$ cat config.mk
export PLATFORM = sky130hd
export DESIGN_NAME = multicycle_controller
export DESIGN_NICKNAME = d
export VERILOG_FILES = /design/src/rtl/multicycle_controller.sv
export SDC_FILE = /design/constraint.sdc
export NUM_CORES = 1
export LEC_CHECK = 0
export CAP_MARGIN = 20
export CORE_AREA = 2 2 49 51
export DETAILED_ROUTE_END_ITERATION = 10
export DIE_AREA = 0 0 51 53
export DONT_BUFFER_PORTS = 1
export GPL_TIMING_DRIVEN = 0
export PLACE_DENSITY = 0.76
export SLEW_MARGIN = 15
export SYNTH_ARGS = -nofsm -noshare
export SYNTH_HDL_FRONTEND = slang
export SYNTH_SLANG_ARGS = --single-unit
$ cat constraint.sdc
create_clock -name clk -period 1.5 [get_ports clk]
set_input_delay 0.45 -clock clk [delete_from_list [all_inputs] [get_ports clk]]
set_output_delay 0.45 -clock clk [all_outputs]
set_load 0.02 [all_outputs]
$ cat src/rtl/multicycle_controller.sv
// Control FSM for a multicycle CPU: each microstep is a SETUP cycle followed by a STROBE cycle.
// Build option MEM_TIMEOUT_EN: abort to a sticky FAULT state after 255 unacknowledged memory cycles.
module multicycle_controller (
    input  logic       clk,
    input  logic       rst,
    input  logic [6:0] irContr,
    input  logic       Dcondn,
    input  logic       memAck,
    output logic       rd,
    output logic       TPC,
    output logic       TMAR,
    output logic       RMDRExt,
    output logic       RMDRInt,
    output logic       TMDR2X,
    output logic       TMDR2Ext,
    output logic       T1,
    output logic       wr,
    output logic       LPC,
    output logic       LMAR,
    output logic       LIR,
    output logic       LMDR,
    output logic       LregY,
    output logic       Lflag,
    output logic       LT,
    output logic       TT,
    output logic       TMDR2IR,
    output logic       PCrst,
    output logic [1:0] fnSel,
    output logic [1:0] selreg,
    output logic       memRd,
    output logic       memWr,
    output logic       halted,
    output logic       fault,
    output logic [5:0] dbg_state
);

    typedef enum logic [4:0] {
        ST_RESET, ST_INIT,
        ST_F1, ST_F2, ST_F3, ST_F4,
        ST_E1, ST_E2,
        ST_A1, ST_A2, ST_L3, ST_L4, ST_S3, ST_S4,
        ST_B1, ST_B2,
        ST_HALT, ST_FAULT
    } step_t;

    typedef enum logic {PH_SETUP = 1'b0, PH_STROBE = 1'b1} phase_t;

`ifdef MEM_TIMEOUT_EN
    localparam logic FAULT_OUT = 1'b1;
`else
    localparam logic FAULT_OUT = 1'b0;
`endif

    step_t  step_q, step_d;
    phase_t phase_q, phase_d;
    logic   cond_q, cond_d;
    logic   mem_step;
    logic   strobe;
    logic   timeout;
    logic   unused_ir;

    // The ALU function field is consumed by the datapath, not by the sequencer.
    assign unused_ir = ^irContr[3:0];

    // Memory handshake: memRd/memWr is a request held from SETUP through STROBE; the microstep
    // leaves SETUP only on a clock edge where memAck=1, and the request drops after STROBE.
    assign mem_step = (step_q == ST_F4) || (step_q == ST_L3) || (step_q == ST_S4);
    assign strobe   = (phase_q == PH_STROBE);

`ifdef MEM_TIMEOUT_EN
    logic [7:0] wait_cnt_q;

    always_ff @(posedge clk or posedge rst) begin
        if (rst) begin
            wait_cnt_q <= 8'd0;
        end else if (mem_step && (phase_q == PH_SETUP) && !memAck) begin
            wait_cnt_q <= wait_cnt_q + 8'd1;
        end else begin
            wait_cnt_q <= 8'd0;
        end
    end

    // Fires on the 255th consecutive SETUP cycle without an acknowledge.
    assign timeout = mem_step && (phase_q == PH_SETUP) && !memAck && (wait_cnt_q == 8'd254);
`else
    assign timeout = 1'b0;
`endif

    always_ff @(posedge clk or posedge rst) begin
        if (rst) begin
            step_q  <= ST_RESET;
            phase_q <= PH_SETUP;
            cond_q  <= 1'b0;
        end else begin
            step_q  <= step_d;
            phase_q <= phase_d;
            cond_q  <= cond_d;
        end
    end

    always_comb begin
        step_d  = step_q;
        phase_d = phase_q;
        cond_d  = cond_q;
        case (step_q)
            ST_RESET: begin
                step_d  = ST_INIT;
                phase_d = PH_SETUP;
            end
            ST_HALT, ST_FAULT: begin
            end
            default: begin
                if (phase_q == PH_SETUP) begin
                    if (timeout) begin
                        step_d = ST_FAULT;
                    end else if (!mem_step || memAck) begin
                        phase_d = PH_STROBE;
                    end
                    if (step_q == ST_B1) begin
                        cond_d = Dcondn;
                    end
                end else begin
                    phase_d = PH_SETUP;
                    case (step_q)
                        ST_INIT: step_d = ST_F1;
                        ST_F1:   step_d = ST_F2;
                        ST_F2:   step_d = ST_F3;
                        ST_F3:   step_d = ST_F4;
                        ST_F4: begin
                            if (!irContr[6]) begin
                                step_d = ST_E1;
                            end else begin
                                case (irContr[5:4])
                                    2'b00, 2'b01: step_d = ST_A1;
                                    2'b10:        step_d = ST_B1;
                                    default:      step_d = ST_HALT;
                                endcase
                            end
                        end
                        ST_E1:   step_d = ST_E2;
                        ST_A1:   step_d = ST_A2;
                        ST_A2:   step_d = irContr[4] ? ST_S3 : ST_L3;
                        ST_L3:   step_d = ST_L4;
                        ST_S3:   step_d = ST_S4;
                        // An untaken branch skips B2 entirely.
                        ST_B1:   step_d = cond_q ? ST_B2 : ST_F1;
                        default: step_d = ST_F1;
                    endcase
                end
            end
        endcase
    end

    always_comb begin
        rd       = 1'b0;
        TPC      = 1'b0;
        TMAR     = 1'b0;
        RMDRExt  = 1'b0;
        RMDRInt  = 1'b0;
        TMDR2X   = 1'b0;
        TMDR2Ext = 1'b0;
        T1       = 1'b0;
        wr       = 1'b0;
        LPC      = 1'b0;
        LMAR     = 1'b0;
        LIR      = 1'b0;
        LMDR     = 1'b0;
        LregY    = 1'b0;
        Lflag    = 1'b0;
        PCrst    = 1'b1;
        fnSel    = 2'b00;
        selreg   = 2'b00;
        memRd    = 1'b0;
        memWr    = 1'b0;
        halted   = 1'b0;
        fault    = 1'b0;
        case (step_q)
            ST_RESET, ST_INIT: PCrst = 1'b0;
            ST_F1: begin TPC = 1'b1; fnSel = 2'b01; LMAR = strobe; end
            ST_F2: begin T1 = 1'b1; LregY = strobe; end
            ST_F3: begin TPC = 1'b1; fnSel = 2'b10; LPC = strobe; end
            ST_F4: begin TMAR = 1'b1; memRd = 1'b1; LIR = strobe; end
            ST_E1, ST_A1, ST_B1: begin rd = 1'b1; selreg = 2'b00; LregY = strobe; end
            ST_E2: begin
                rd = 1'b1; selreg = 2'b01; fnSel = 2'b00;
                wr = strobe; Lflag = strobe;
            end
            ST_A2: begin rd = 1'b1; selreg = 2'b01; fnSel = 2'b10; LMAR = strobe; end
            ST_L3: begin TMAR = 1'b1; memRd = 1'b1; RMDRExt = 1'b1; LMDR = strobe; end
            ST_L4: begin TMDR2X = 1'b1; fnSel = 2'b01; wr = strobe; end
            ST_S3: begin
                rd = 1'b1; selreg = 2'b10; fnSel = 2'b01;
                RMDRInt = 1'b1; LMDR = strobe;
            end
            ST_S4: begin TMAR = 1'b1; TMDR2Ext = 1'b1; memWr = 1'b1; end
            ST_B2: begin TPC = 1'b1; fnSel = 2'b10; LPC = strobe; end
            ST_HALT: halted = 1'b1;
            ST_FAULT: fault = FAULT_OUT;
            default: begin
            end
        endcase
    end

    assign LT        = 1'b0;
    assign TT        = 1'b0;
    assign TMDR2IR   = 1'b0;
    assign dbg_state = {phase_q, step_q};

endmodule

# == Word level (Yosys, flattened, before mapping) ==
# Index checks and enable logic that the tools add are counted.
# classes
n_eq_ne,19
reduce_logical,25
muxes,30
bitwise_logic,3
# op_table
cell,count
5-bit one-hot mux with 10 select lines,1
"5-bit by 4-bit equality test with 1-bit output, second input constant",8
"5-bit by 3-bit equality test with 1-bit output, second input constant",4
1-bit 2-to-1 mux,20
5-bit one-hot mux with 2 select lines,2
2-bit OR reduction,9
3-bit OR reduction,5
"5-bit by 2-bit equality test with 1-bit output, second input constant",2
"5-bit equality test, second input constant",2
5-bit 2-to-1 mux,2
2-bit one-hot mux with 2 select lines,2
6-bit OR reduction,1
"5-bit by 1-bit equality test with 1-bit output, second input constant",1
5-bit zero test,1
4-bit 2-to-1 mux,1
4-bit OR reduction,1
1-bit logical OR,3
3-bit 2-to-1 mux,1
1-bit NOT,3
3-bit AND reduction,1
"2-bit by 1-bit equality test with 1-bit output, second input constant",1
"2-bit equality test, second input constant",1
2-bit zero test,1
1-bit one-hot mux with 2 select lines,1
3 further kinds,3
# word_totals
reg_bits,7
wordCells,80

# == Depth between registers and ports, before layout ==
# Gate-level depths: netlist (run 1).
# depth
word_depth,8
mapped_depth,6

# == Worst setup path after synthesis (run 1) ==
# No wires, ideal clock.
# synth_path
path_type,register -> output
startpoint,register step_q[4]
endpoint,output memWr
slack_ps,-728
path_stages_with_launch,6
arrival_time_ps,1778
n_path_buf,4
path_cell_list,dfrtp_1 buf_2 buf_2 buf_2 nor3_1 buf_4
# synth_between
elab_chain_len,2
# synth_lines
element,line_no,text
start: declaration,54,"step_t step_q, step_d;"
start signal: assignment,95,step_q <= step_d;
5-bit by 4-bit equality test with 1-bit output,--,
1-bit 2-to-1 mux,--,
end: declaration,31,"output logic memWr,"
# No other way between the ends.

# == Worst setup path in the final report (run 1) ==
# layout_path
startpoint,register step_q[2]
endpoint,output TPC
# layout_between
elab_chain_len,3
# layout_lines
element,line_no,text
5-bit by 3-bit equality test with 1-bit output (tied with other cells),177,case (step_q)
3-bit OR reduction (no source line) *,--,
1-bit 2-to-1 mux *,177,
end: declaration,10,"output logic TPC,"
# Every way passes the cells marked *; elsewhere a longest branch is shown, timed or not.

==> impl_metrics.toml, run 1 <==
[run_status]
run_status = "finished, violations left"
violations = "negative hold slack, negative setup slack"

[place]
post-place-ws_ns = -0.373
port-buffer-count = 0
hpwl_um = 2110
routabilityCongestion = 0.903

[critical_path]
worst_setup_path_end_kind = "primary output"
cp.arrival_ns = 1.78
critPathRequiredTime_ns = 1.05
critPathKind = "reg2out"
critPathMaxFanout = 8
critPathLaunchType = "flop"

[power]
power_w = 0.00438
pwr-share-seq = 0.095
swShare = 0.534
power_frac_comb = 0.860
clkPwrFrac = 0.045
leakagePower_nw = 0.835
p_switching_w = 0.00234
ir_drop_uv = 1950
p_int_w = 0.00204
p_per_area_nw_per_um2 = 2140

[final_layout]
drive_above_1_share = 0.709
n_fill_cell = 54
antenna_cells = 0
fin_util = 0.953
nets = 208
area_growth_pct = 102

[cts]
clock_latency_ns = 0.28
clockBufferDepth = 2
cts_hold_buf = 0
clk_pin_slew_ns = 0.07
cts_tree = "yes"
cts_buffers = 3
clk_root_buffer_cell = "clkbuf_4"
h-tree-depth = 1
cts_sinks = 7

[floorplanning]
dieArea_sq_um = 2700
fp.dieH_um = 53
pin_count = 44
initial_utilization = 0.473
core_area_sq_um = 2150
die_width_um = 51
fp-row-count = 17

[synth]
ys_seq_elements = 7
synth.distinct_cells = 47
yosysSeqAreaShare = 0.172
synth_cells = 137
synth_edf_count = 0
synth.avg_cell_area_sq_um = 7.42
syn_area_sq_um = 1020
ys_warn_count = 0
ys.flop_type = "dfrtp_1"
synthArstFlopShare = 1.00

[timing]
rsz0062_at_grt = "yes"
finClkSkew_ns = 0.0194
setup_viol = 30
hold_violations = 3
period_minus_slack_ns = 2.23
slew_headroom = 0.601
timing.fmax_mhz = 448
setup_ws_ns = -0.734
tightest_slew_ns = 0.595
fin_crit_sh = 1.49
finalMaxSlewViolations = 0
hold-worst-slack_ns = -0.0168

[global_routing]
antenna_found_initial = 0
grt_pass1_wl_um = 7290
grt_usage = 0.377
grt_overflow = 0
grt_max_degree = 11
grt_pass1_vias = 1296

[routing]
vias_per_cell = 7.01
drc = 0
drt_wl_total_um = 6550
ant_nets = 0
vias = 1570
dr.pass1.iters = 5
first_iter_violations = 161
wl_per_cell_um = 29.2

[job]
maxCapViolations = 0

[min_path]
hold_path.class = "in2async"
[logic make-up after synthesis]
| kind of cell | count (synthesis) | share of synthesized area |
|---|---|---|
| simple gates | 69 | 0.384 |
| mux | 3 | 0.0308 |
| xor+xnor | 1 | 0.00862 |
| compound gates | 34 | 0.250 |
| other cells | 1 | 0.00369 |
| buf+inv | 22 | 0.150 |
| flops | 7 | 0.172 |
[metal layers]
layer,vias up,part of all wire,global-route usage,wire (um)
li1,598,-,-,-
met1,734,0.35,0.460,2310
met2,187,0.43,0.632,2790
met3,51,0.14,0.105,935
met4,0,0.078,0.135,510
met5,-,0,0,0
[cell usage in the layout (no fill, tap or decap), drive strengths merged, types with 3 or more instances in the layout]
master  Yosys  final
nor3b       3      3
nand2      14     14
buf        20     70
conb        1      4
nor2       13     13
nor3       13     13
dfrtp       7      7
clkbuf      0      6
nand2b     11     11
o21ai       7      7
a21oi      10     10
[state kept, by name (all words and copies together) (netlist names)]
register / flops
cond_q: 1
phase_q: 1
step_q: 5
[what timing repair did]
| action | CTS | global route |
|---|---|---|
| setup buffers | 27 | 24 |
| cloned | 0 | 2 |
| gates resized for setup | 49 | 22 |
| pin swaps | 24 | 21 |
| setup endpoints to repair | 29 | 30 |
[power by group through the flow]
stage / sequential [W] / clock (W) / combinational (W)
4_1_cts: 0.000396 / 0.000180 / 0.00257
6_report: 0.000418 / 0.000195 / 0.00376
3_3_place_gp: 0.000392 / 0 / 0.00194
2_1_floorplan: 0.000373 / 0 / 0.00170
3_5_place_dp: 0.000393 / 0 / 0.00196
5_1_grt: 0.000416 / 0.000202 / 0.00383
[worst paths after layout]
check / start / to / slack, ns / cells past startpoint
setup / recovery: step_q[2]$_DFFE_PP0P_ / TPC / -0.73 / 5
hold / removal: rst / step_q[4]$_DFFE_PP0P_ / -0.02 / 1
setup reg to reg: step_q[1]$_DFFE_PP0P_ / step_q[1]$_DFFE_PP0P_ / -0.48 / 6
hold reg to reg: cond_q$_DFFE_PP0P_ / cond_q$_DFFE_PP0P_ / 0.64 / 1
max in group asynchronous: rst / step_q[0]$_DFFE_PP0P_ / 1.26 / 1
min in group clk: Dcondn / cond_q$_DFFE_PP0P_ / 0.35 / 1
[cell type report]
cell class                      count  area, sq um  area share
Multi-Input combinational cell    111         1060       0.518
Timing Repair Buffer               52          489       0.239
Buffer                             20          248       0.121
Sequential cell                     7          181      0.0886
Tap cell                           28         35.0      0.0171
Clock buffer                        4         26.3      0.0128
Inverter                            2         7.51     0.00367
[cell usage after synthesis (3+ instances only)]
library cell / n / area share
nor3_1: 12 / 0.059
buf_6: 4 / 0.044
nor2_1: 12 / 0.044
nand2_1: 13 / 0.048
buf_4: 8 / 0.059
o21ai_0: 3 / 0.015
o21ai_1: 4 / 0.020
dfrtp_1: 7 / 0.17
nand2b_1: 10 / 0.062
buf_2: 8 / 0.039
nor3b_1: 3 / 0.022
a21oi_1: 10 / 0.049
[stage by stage]
step | cells | area [sq um] | TNS (ns) | hold slack (ns)
after global routing | 224 | 2050 | -16.08 | 0.00632
after detailed placement | 168 | 1300 | -5.51 | 0.282
after floorplan | 140 | 1270 | -3.03 | 0.253
after CTS | 199 | 1730 | -11.42 | 0.00835
final | 224 | 2050 | -15.32 | -0.0168
after global placement | 168 | 1300 | -5.36 | 0.272
[critical path: stages (launching register included)]
cell and delay [ns]:
dfrtp_2 0.57, buf_8 0.17, buf_8 0.13, nor2b_2 0.23
nand2_1 0.16, a21oi_4 0.23
No activity file was read; power rests on OpenSTA's default activity.
==> run 2, diff against run 1 <==
--- a/config.mk
+++ b/config.mk
@@ -16,3 +16,4 @@
 export SYNTH_ARGS = -nofsm -noshare
 export SYNTH_HDL_FRONTEND = slang
 export SYNTH_SLANG_ARGS = --single-unit
+export TNS_END_PERCENT = 50
==> run 2 against run 1 <==
  * The flow still finishes with violations (negative hold slack, negative setup slack)
  * Critical endpoint is now LMAR
  * Sequential power is 3% lower
  * Largest cell class unchanged
  * Clock skew fell by 0.010 ns
  * Critical path depth grew 1
  * Maximum frequency rose by 6.0%
  * Highest routed layer unchanged
  * Routed wire length fell by 32%
  * Largest power group unchanged
  * Critical path type unchanged
  * Setup slack gained 0.13 ns
==> impl_metrics.toml, run 2 (synthesis gave the netlist of run 1 again) <==
[run_status]
run_status = "finished, violations left"
violations = "negative hold slack, negative setup slack"

[timing]
rsz0062_at_grt = "yes"
finClkSkew_ns = 0.00914
fin_crit_sh = 1.40
setup_ws_ns = -0.607
tns_ns = -12.79
period_minus_slack_ns = 2.11
setup_viol = 30
timing.fmax_mhz = 475
hold_violations = 4
hold-worst-slack_ns = -0.00131
finalMaxSlewViolations = 0

[final_layout]
largest_register = "step_q"
area_growth_pct = 78.7
layout_common_cells = "buf_4, buf_6, nor2_4"
layout_commonest_cell = "buf_4"
largest_reg_flops = 5
top_regs = "step_q x5, cond_q x1, phase_q x1"
fin_cells = 207
antenna_cells = 0
fin_area_sq_um = 1820
drive_above_1_share = 0.665
nets = 191

[routing]
ant_nets = 0
vias = 1318
first_iter_violations = 54
drt_wl_total_um = 4450
dr.pass1.iters = 4
wl_per_cell_um = 21.5
vias_per_cell = 6.37
drc = 0

[cts]
clockBufferDepth = 2
cts_buffers = 3
cts_tree = "yes"
cts_hold_buf = 0
h-tree-depth = 1
clock_latency_ns = 0.26
clk_pin_slew_ns = 0.06
clk_root_buffer_cell = "clkbuf_4"
cts_sinks = 7

[power]
leakagePower_nw = 0.709
clkPwrFrac = 0.050
p_per_area_nw_per_um2 = 1950
power_frac_comb = 0.835
swShare = 0.539
p_switching_w = 0.00191
p_int_w = 0.00163
ir_drop_uv = 1600
pwr-share-seq = 0.115

[critical_path]
critPathMaxFanout = 8
cp_top_family = "flip-flops"
cpMostUsedCell = "buf_8"
r2r_cells = 7
crit_path_start = "step_q[1]$_DFFE_PP0P_"
critPathLaunchType = "flop"
cp-endpoint = "LMAR"
cp_num_buf_inv = 3
rr_endpoint = "step_q[0]$_DFFE_PP0P_"
critPathKind = "reg2out"
cpPeakStageDelay_ns = 0.45
reg2reg_slack_ns = -0.28
crit_path_cell_trace = "buf_6, buf_8, buf_8, nor2_4, a21oi_2, nor3_4"
cp.arrival_ns = 1.66
cp.depth = 6
critPathRequiredTime_ns = 1.05
worst_setup_path_end_kind = "primary output"
crit_path_top_delay_cell = "dfrtp_2"
r2r-start = "step_q[2]$_DFFE_PP0P_"

[floorplanning]
die_width_um = 51
core_area_sq_um = 2150
pin_count = 44
dieArea_sq_um = 2700
fp-row-count = 17
fp.dieH_um = 53
initial_utilization = 0.473

[global_routing]
grt_overflow = 0
antenna_found_initial = 0
grt_pass1_wl_um = 5560
grt_usage = 0.276
grt_pass1_vias = 1158
grt_max_degree = 11

[place]
hpwl_um = 2100
post-place-ws_ns = -0.391
routabilityCongestion = 0.920
dp.cells = 168
place_area_sq_um = 1250
port-buffer-count = 0

[min_path]
hold_path.class = "in2async"

[job]
maxCapViolations = 0
## run 2: worst min path at each step
stage / from / endpoint / slack, ns
6_report: rst / step_q[3]$_DFFE_PP0P_ / -0.001
5_1_grt: rst / cond_q$_DFFE_PP0P_ / 0.01
4_1_cts: rst / cond_q$_DFFE_PP0P_ / 0.02
3_5_place_dp: rst / cond_q$_DFFE_PP0P_ / 0.29
3_3_place_gp: rst / cond_q$_DFFE_PP0P_ / 0.27
2_1_floorplan: rst / cond_q$_DFFE_PP0P_ / 0.25
## run 2: what timing repair did
| item | 4_1_cts | 5_1_grt |
|---|---|---|
| buffers inserted | 20 | 15 |
| gates cloned | 0 | 0 |
| gates resized for setup | 38 | 27 |
| endpoints found under the setup margin | 30 | 30 |
| pin swaps | 20 | 16 |
## run 2: routing by layer
layer  wire length, um  share of wire  track usage
met2              2180           0.49        0.463
met5                 0              0            0
met4               184          0.041        0.104
met3               471           0.11       0.0650
met1              1620           0.36        0.342
## run 2: stage by stage
step                utilization  hold WS, ns  power (W)
floorplan                     -        0.253    0.00199
global placement          0.581        0.269    0.00224
detailed placement        0.581        0.288    0.00226
CTS                       0.734       0.0199    0.00290
global route              0.845       0.0139    0.00371
finish                    0.845     -0.00131    0.00354
## run 2: power groups by stage
stage / clock (W) / sequential [W] / combinational, W
final: 0.000178 / 0.000407 / 0.00295
after global routing: 0.000199 / 0.000413 / 0.00309
after CTS: 0.000172 / 0.000395 / 0.00233
after detailed placement: 0 / 0.000393 / 0.00187
after global placement: 0 / 0.000393 / 0.00184
after floorplan: 0 / 0.000373 / 0.00162
## run 2: cell type report
cell class | count | area (sq um)
Timing Repair Buffer | 35 | 298
Sequential cell | 7 | 181
Clock buffer | 4 | 26.3
Inverter | 2 | 7.51
Buffer | 20 | 243
Fill cell | 112 | 333
Multi-Input combinational cell | 111 | 1020
Tap cell | 28 | 35.0
